$ cat src/rtl/uart_host_port.sv
// uart_host_port: bridges host valid/ready streams onto 4-phase req/ack links to a UART.
// Two initiators (TX, CONF) share one FSM module; a responder feeds an FWFT RX FIFO.

module uart_host_port_init #(
    parameter int SYNC_STAGE = 2,
    parameter int WIDTH      = 8
) (
    input  logic             clock,
    input  logic             reset,
    input  logic             valid,
    output logic             ready,
    input  logic [WIDTH-1:0] data,
    output logic             req,
    input  logic             ack,
    output logic [WIDTH-1:0] async_data
);
    // req is bit 0 of the state flop so the async output cannot glitch
    typedef enum logic [1:0] {IDLE = 2'b00, REQ = 2'b01, REL = 2'b10} state_t;

    state_t                state_q, state_d;
    logic [SYNC_STAGE-1:0] sync_q, sync_d;
    logic [WIDTH-1:0]      data_q, data_d;
    logic                  ack_s;

    assign ack_s = sync_q[SYNC_STAGE-1];

    always_ff @(posedge clock) begin
        if (reset) begin
            state_q <= IDLE;
            sync_q  <= '0;
            data_q  <= '0;
        end else begin
            state_q <= state_d;
            sync_q  <= sync_d;
            data_q  <= data_d;
        end
    end

    always_comb begin
        state_d = state_q;
        unique case (state_q)
            IDLE:    if (valid && ready) state_d = REQ;
            REQ:     if (ack_s) state_d = REL;
            REL:     if (!ack_s) state_d = IDLE;
            default: state_d = IDLE;
        endcase
    end

    always_comb begin
        sync_d = {sync_q[SYNC_STAGE-2:0], ack};
        data_d = data_q;
        if (valid && ready) data_d = data;
    end

    // a stale ack seen in IDLE blocks new requests until it drops
    always_comb begin
        ready      = (state_q == IDLE) && !ack_s && !reset;
        req        = state_q[0];
        async_data = data_q;
    end
endmodule

module uart_host_port #(
    parameter int SYNC_STAGE      = 2,
    parameter int UART_DATA_WIDTH = 8,
    parameter int CONFIG_WIDTH    = 8,
    parameter int RX_DEPTH        = 4
) (
    input  logic                       clock,
    input  logic                       reset,
    input  logic                       tx_valid,
    output logic                       tx_ready,
    input  logic [UART_DATA_WIDTH-1:0] tx_data,
    output logic                       rx_valid,
    input  logic                       rx_ready,
    output logic [UART_DATA_WIDTH-1:0] rx_data,
    output logic                       rx_perr,
    input  logic                       conf_valid,
    output logic                       conf_ready,
    input  logic [CONFIG_WIDTH-1:0]    conf_data,
    output logic                       async_tx_d_req,
    input  logic                       async_tx_d_ack,
    output logic [UART_DATA_WIDTH-1:0] async_tx_d,
    input  logic                       async_rx_d_req,
    output logic                       async_rx_d_ack,
    input  logic [UART_DATA_WIDTH:0]   async_rx_d,
    output logic                       async_conf_req,
    input  logic                       async_conf_ack,
    output logic [CONFIG_WIDTH-1:0]    async_conf
);
    localparam int             AW       = $clog2(RX_DEPTH);
    localparam int             EW       = UART_DATA_WIDTH + 1;
    localparam logic [AW:0]    FULL_CNT = (AW+1)'(RX_DEPTH);

    uart_host_port_init #(.SYNC_STAGE(SYNC_STAGE), .WIDTH(UART_DATA_WIDTH)) u_tx (
        .clock(clock), .reset(reset),
        .valid(tx_valid), .ready(tx_ready), .data(tx_data),
        .req(async_tx_d_req), .ack(async_tx_d_ack), .async_data(async_tx_d)
    );

    uart_host_port_init #(.SYNC_STAGE(SYNC_STAGE), .WIDTH(CONFIG_WIDTH)) u_conf (
        .clock(clock), .reset(reset),
        .valid(conf_valid), .ready(conf_ready), .data(conf_data),
        .req(async_conf_req), .ack(async_conf_ack), .async_data(async_conf)
    );

    // ack is bit 0 of the responder state, same reasoning as the initiators
    typedef enum logic [1:0] {WAIT = 2'b00, ACK = 2'b01, DROP = 2'b10} rx_state_t;

    rx_state_t             rx_state_q, rx_state_d;
    logic [SYNC_STAGE-1:0] rx_sync_q, rx_sync_d;
    logic [EW-1:0]         mem_q [RX_DEPTH];
    logic [EW-1:0]         mem_d [RX_DEPTH];
    logic [AW-1:0]         wptr_q, wptr_d, rptr_q, rptr_d;
    logic [AW:0]           count_q, count_d;
    logic                  req_s, full, push, pop;

    assign req_s = rx_sync_q[SYNC_STAGE-1];
    assign full  = (count_q == FULL_CNT);
    assign push  = (rx_state_q == WAIT) && req_s && !full;
    assign pop   = rx_valid && rx_ready;

    always_ff @(posedge clock) begin
        if (reset) begin
            rx_state_q <= WAIT;
            rx_sync_q  <= '0;
            mem_q      <= '{default: '0};
            wptr_q     <= '0;
            rptr_q     <= '0;
            count_q    <= '0;
        end else begin
            rx_state_q <= rx_state_d;
            rx_sync_q  <= rx_sync_d;
            mem_q      <= mem_d;
            wptr_q     <= wptr_d;
            rptr_q     <= rptr_d;
            count_q    <= count_d;
        end
    end

    always_comb begin
        rx_state_d = rx_state_q;
        unique case (rx_state_q)
            WAIT:    if (push) rx_state_d = ACK;
            ACK:     if (!req_s) rx_state_d = DROP;
            DROP:    rx_state_d = WAIT;
            default: rx_state_d = WAIT;
        endcase
    end

    always_comb begin
        rx_sync_d = {rx_sync_q[SYNC_STAGE-2:0], async_rx_d_req};
        mem_d     = mem_q;
        wptr_d    = wptr_q;
        rptr_d    = rptr_q;
        count_d   = count_q;
        if (push) begin
            mem_d[wptr_q] = async_rx_d;
            wptr_d        = wptr_q + AW'(1);
        end
        if (pop) rptr_d = rptr_q + AW'(1);
        if (push && !pop) count_d = count_q + (AW+1)'(1);
        if (pop && !push) count_d = count_q - (AW+1)'(1);
    end

    always_comb begin
        async_rx_d_ack = rx_state_q[0];
        rx_valid       = (count_q != '0) && !reset;
        rx_data        = mem_q[rptr_q][UART_DATA_WIDTH-1:0];
        rx_perr        = mem_q[rptr_q][UART_DATA_WIDTH];
    end
endmodule

$ cat config.mk
export PLATFORM = sky130hd
export DESIGN_NAME = uart_host_port
export DESIGN_NICKNAME = d
export VERILOG_FILES = /design/src/rtl/uart_host_port.sv
export SDC_FILE = /design/constraint.sdc
export NUM_CORES = 1
export LEC_CHECK = 0
export ABC_CLOCK_PERIOD_IN_PS = 3040
export BUFFER_PORTS_ARGS = -buffer_cell sky130_fd_sc_hd__buf_4
export CORE_AREA = 10 10 83 92
export CTS_CLUSTER_DIAMETER = 200
export DETAILED_ROUTE_END_ITERATION = 10
export DIE_AREA = 0 0 93 102
export MAX_ROUTING_LAYER = met4
export PLACE_DENSITY = 0.77
export SETUP_SLACK_MARGIN = 0.15
export SLEW_MARGIN = 20
export SYNTH_ARGS = -nofsm -noshare
export SYNTH_HDL_FRONTEND = slang
export SYNTH_SLANG_ARGS = --single-unit
$ cat constraint.sdc
create_clock -name clock -period 3.04 [get_ports clock]
set_clock_uncertainty 0.05 [all_clocks]
set_input_delay 0.304 -clock clock [delete_from_list [all_inputs] [get_ports clock]]
set_output_delay 0.304 -clock clock [all_outputs]
set_load 0.02 [all_outputs]
==> summary.md <==
| Metric | Value |
|---|---|
| Clk root buf | clkbuf_8 |
| Tcrit/Tclk final | 82.08% |
| Via count | 2261 |
| Via/cell ratio | 5.186 |
| Final HPWL DP | 4601 um |
| Htree depth | 3 |
| Area growth from synthesis to layout | 21.68% |
| DR WL/cell | 14.66 um |
| GRT overflow | 0 |
| Initial Util | 52.25% |
| # diodes | 0 |
| WP data required | 3.26 ns |
| Die area | 0.009486 mm^2 |
| Routability cong. | 0.7630 |
| Sink Count | 71 |
| Syn_area_per_cell | 9.951 um^2 |
| TNS Setup | 0 ns |
| WL final | 6392 um |
| Reg2Reg Launch Point | count_q[2] |
| Hold Crit Start | async_conf_ack |
| Predominant post-synthesis flop cell | dfxtp_1 |
| TritonCTS Buffers | 9 |
| # rows | 29 |
| Port Buffers | 63 |
| DR DRC count | 0 |
| Max-slew violation count | 0 |
| First-pass detailed-route iteration total | 4 |
| Tot Pwr | 0.001945 W |
| Most common cell after layout, fill and taps aside | dfxtp_1 |
| Crit Path Category | reg2reg |
| Final worst-path setup slack | 0.5447 ns |
| Reg2Reg Capture Point | count_q[2] |
| Worst VDD drop | 0.3908 mV |
| Initial antenna violation count | 0 |
| Slew Limit Headroom | 49.72% |
| Hold buffers post-CTS | 0 |
| Critical Path Fanout Max | 7 |
| Leakage | 1.647 nW |
| Nets@finish | 393 |
| Largest net degree at the start of global routing | 40 |
| Synth Instances | 301 |
| Ys Warns | 0 |
| Status | complete, no violations |
| Post-CTS setup buffer count | 0 |
| First-pass GRT wire length | 10680 um |
| CTS clk-pin slew, worst paths | 0.06 ns |
| Post-synthesis cell area | 0.002995 mm^2 |
| Number of distinct library cells after synthesis | 38 |
| Chip width | 93 um |
| Iter 0 DRT Violations | 92 |
| Post-synth EDFFs | 0 |
| HP Class | in2reg |
| Worst-case clock buffer depth | 2 |
| Sequential share of the synthesized area | 47.45% |
| CTS tree | yes |
| Hold Path Cell Cnt | 2 |
| Worst-Skew Late Latency | 0.34 ns |
| Unrepaired setup endpoints after global routing | no |
| Final core utilization | 63.57% |
| Final setup violation count | 0 |
| P per Cell Area | 533.6 mW/mm^2 |
| Ys async rst share | 0% |
| Layout cell share with drive strength beyond 1 | 25.91% |
| Tightest Pin Transition | 0.7519 ns |
| Fmax | 400.8 MHz |
| Reg2Reg Setup Slack | 0.54 ns |
| Worst Hold End | u_conf.sync_q[0] |
| Crit end category | register |
| Synth Register Bits | 71 |
| Max cap viols | 0 |
| Num ports | 64 |
| Most frequent cells in the layout | dfxtp_1 (71), nand2_1 (66), buf_4 (64), mux2i_1 (38), inv_1 (22) |
| Number of global-route vias before repair | 2308 |
| Min cycle time layout | 2.495 ns |
| Mapped Nets | 340 |
| Post-CTS Resized | 0 |
| Post-Layout Cell Count | 436 |
| Startpoint types | register |
| Fill cells | 504 |
| Remaining antenna violation count | 0 |
| Core Region | 0.005733 mm^2 |
| Cell count after placement | 420 |
| Post-placement setup slack | 0.5864 ns |
| Fin. Hold Viols | 0 |
| Die Ht | 102 um |
| Worst EP arrival | 2.72 ns |
| Gr usage total | 14.57% |
| R2r worst-path depth | 9 |
per-layer routing:
metal	track usage (%)	vias up	part of all wire (%)
met4	5.701	0	1.6
met2	23.31	58	48
met1	15.15	1061	43
met3	7.185	10	7.9
met5	-	-	0
li1	-	1132	-
kinds of logic after synthesis:
family          count (synthesis)  synth area share (%)
xor+xnor                        4                 1.169
mux                            48                 19.84
buf+inv                        46                 6.975
simple gates                  105                 16.46
fa+ha+maj                       6                 2.757
compound gates                 21                 5.347
flops                          71                 47.45
sequential cells by signal, summed over array words and instances (netlist names):
name and count:
rx_state_q 2, u_conf.sync_q 2, count_q 3, u_tx.async_data 8, u_conf.async_data 8, u_tx.state_q 2
mem_q 36, u_conf.state_q 2, wptr_q 2, rptr_q 2, u_tx.sync_q 2, rx_sync_q 2
cell usage after synthesis, types with 2 or more instances:
library cell / count / area share [%]
dfxtp_1: 71 / 47
nand2_1: 66 / 8.3
mux2i_1: 38 / 13
inv_1: 22 / 2.8
o32ai_1: 14 / 4.1
clkbuf_1: 11 / 1.4
mux4_2: 9 / 6.8
nor2_1: 9 / 1.1
nor2b_1: 6 / 1.3
ha_1: 5 / 2.1
buf_2: 4 / 0.67
nand4_1: 4 / 0.84
xor2_1: 4 / 1.2
a21oi_1: 3 / 0.50
and3_1: 3 / 0.63
buf_6: 3 / 1.1
and4_1: 2 / 0.58
buf_1: 2 / 0.25
buf_4: 2 / 0.50
nand3_1: 2 / 0.33
nor4_1: 2 / 0.42
o21ai_1: 2 / 0.33
or4_1: 2 / 0.50
layout make-up:
cell class                      count  area, um^2  area share [%]
Clock buffer                       12       145.1           3.982
Clock inverter                      4       45.04           1.236
Inverter                           24       91.34           2.506
Multi-Input combinational cell    184        1365           37.45
Sequential cell                    71        1421           39.00
Tap cell                           77       96.34           2.643
Timing Repair Buffer               64       480.5           13.18
how the worst max path moves through the flow:
stage | start | end | slack [ns] | cells past startpoint
final | count_q[2] | count_q[2] | 0.54 | 9
after global routing | count_q[2] | count_q[2] | 0.39 | 9
after CTS | count_q[0] | count_q[2] | 0.55 | 9
after detailed placement | count_q[0] | count_q[2] | 0.59 | 9
after global placement | count_q[0] | count_q[2] | 0.64 | 9
after floorplan | count_q[0] | count_q[2] | 0.67 | 10
through the flow:
stage / cell area (um^2) / hold WS (ns)
floorplan: 2995 / 0.3543
global placement: 3455 / 0.3718
detailed placement: 3455 / 0.3778
CTS: 3645 / 0.1089
global route: 3645 / 0.1208
finish: 3645 / 0.1226
worst max-delay path: stages (launching register included):
cell	delay [ns]
dfxtp_1	0.36
or3b_1	0.45
and3_1	0.25
inv_1	0.09
ha_1	0.18
inv_1	0.06
fa_1	0.37
xor2_1	0.16
or3_1	0.31
a21oi_1	0.14
power by group:
part	leakage (nW)	switching (W)	internal, W
clock network	0.100	0.000327	0.000398
registers	0.578	0.0000277	0.000963
logic	0.970	0.000123	0.000106
total	1.65	0.000477	0.00147
(Power assumes the default switching activity.)
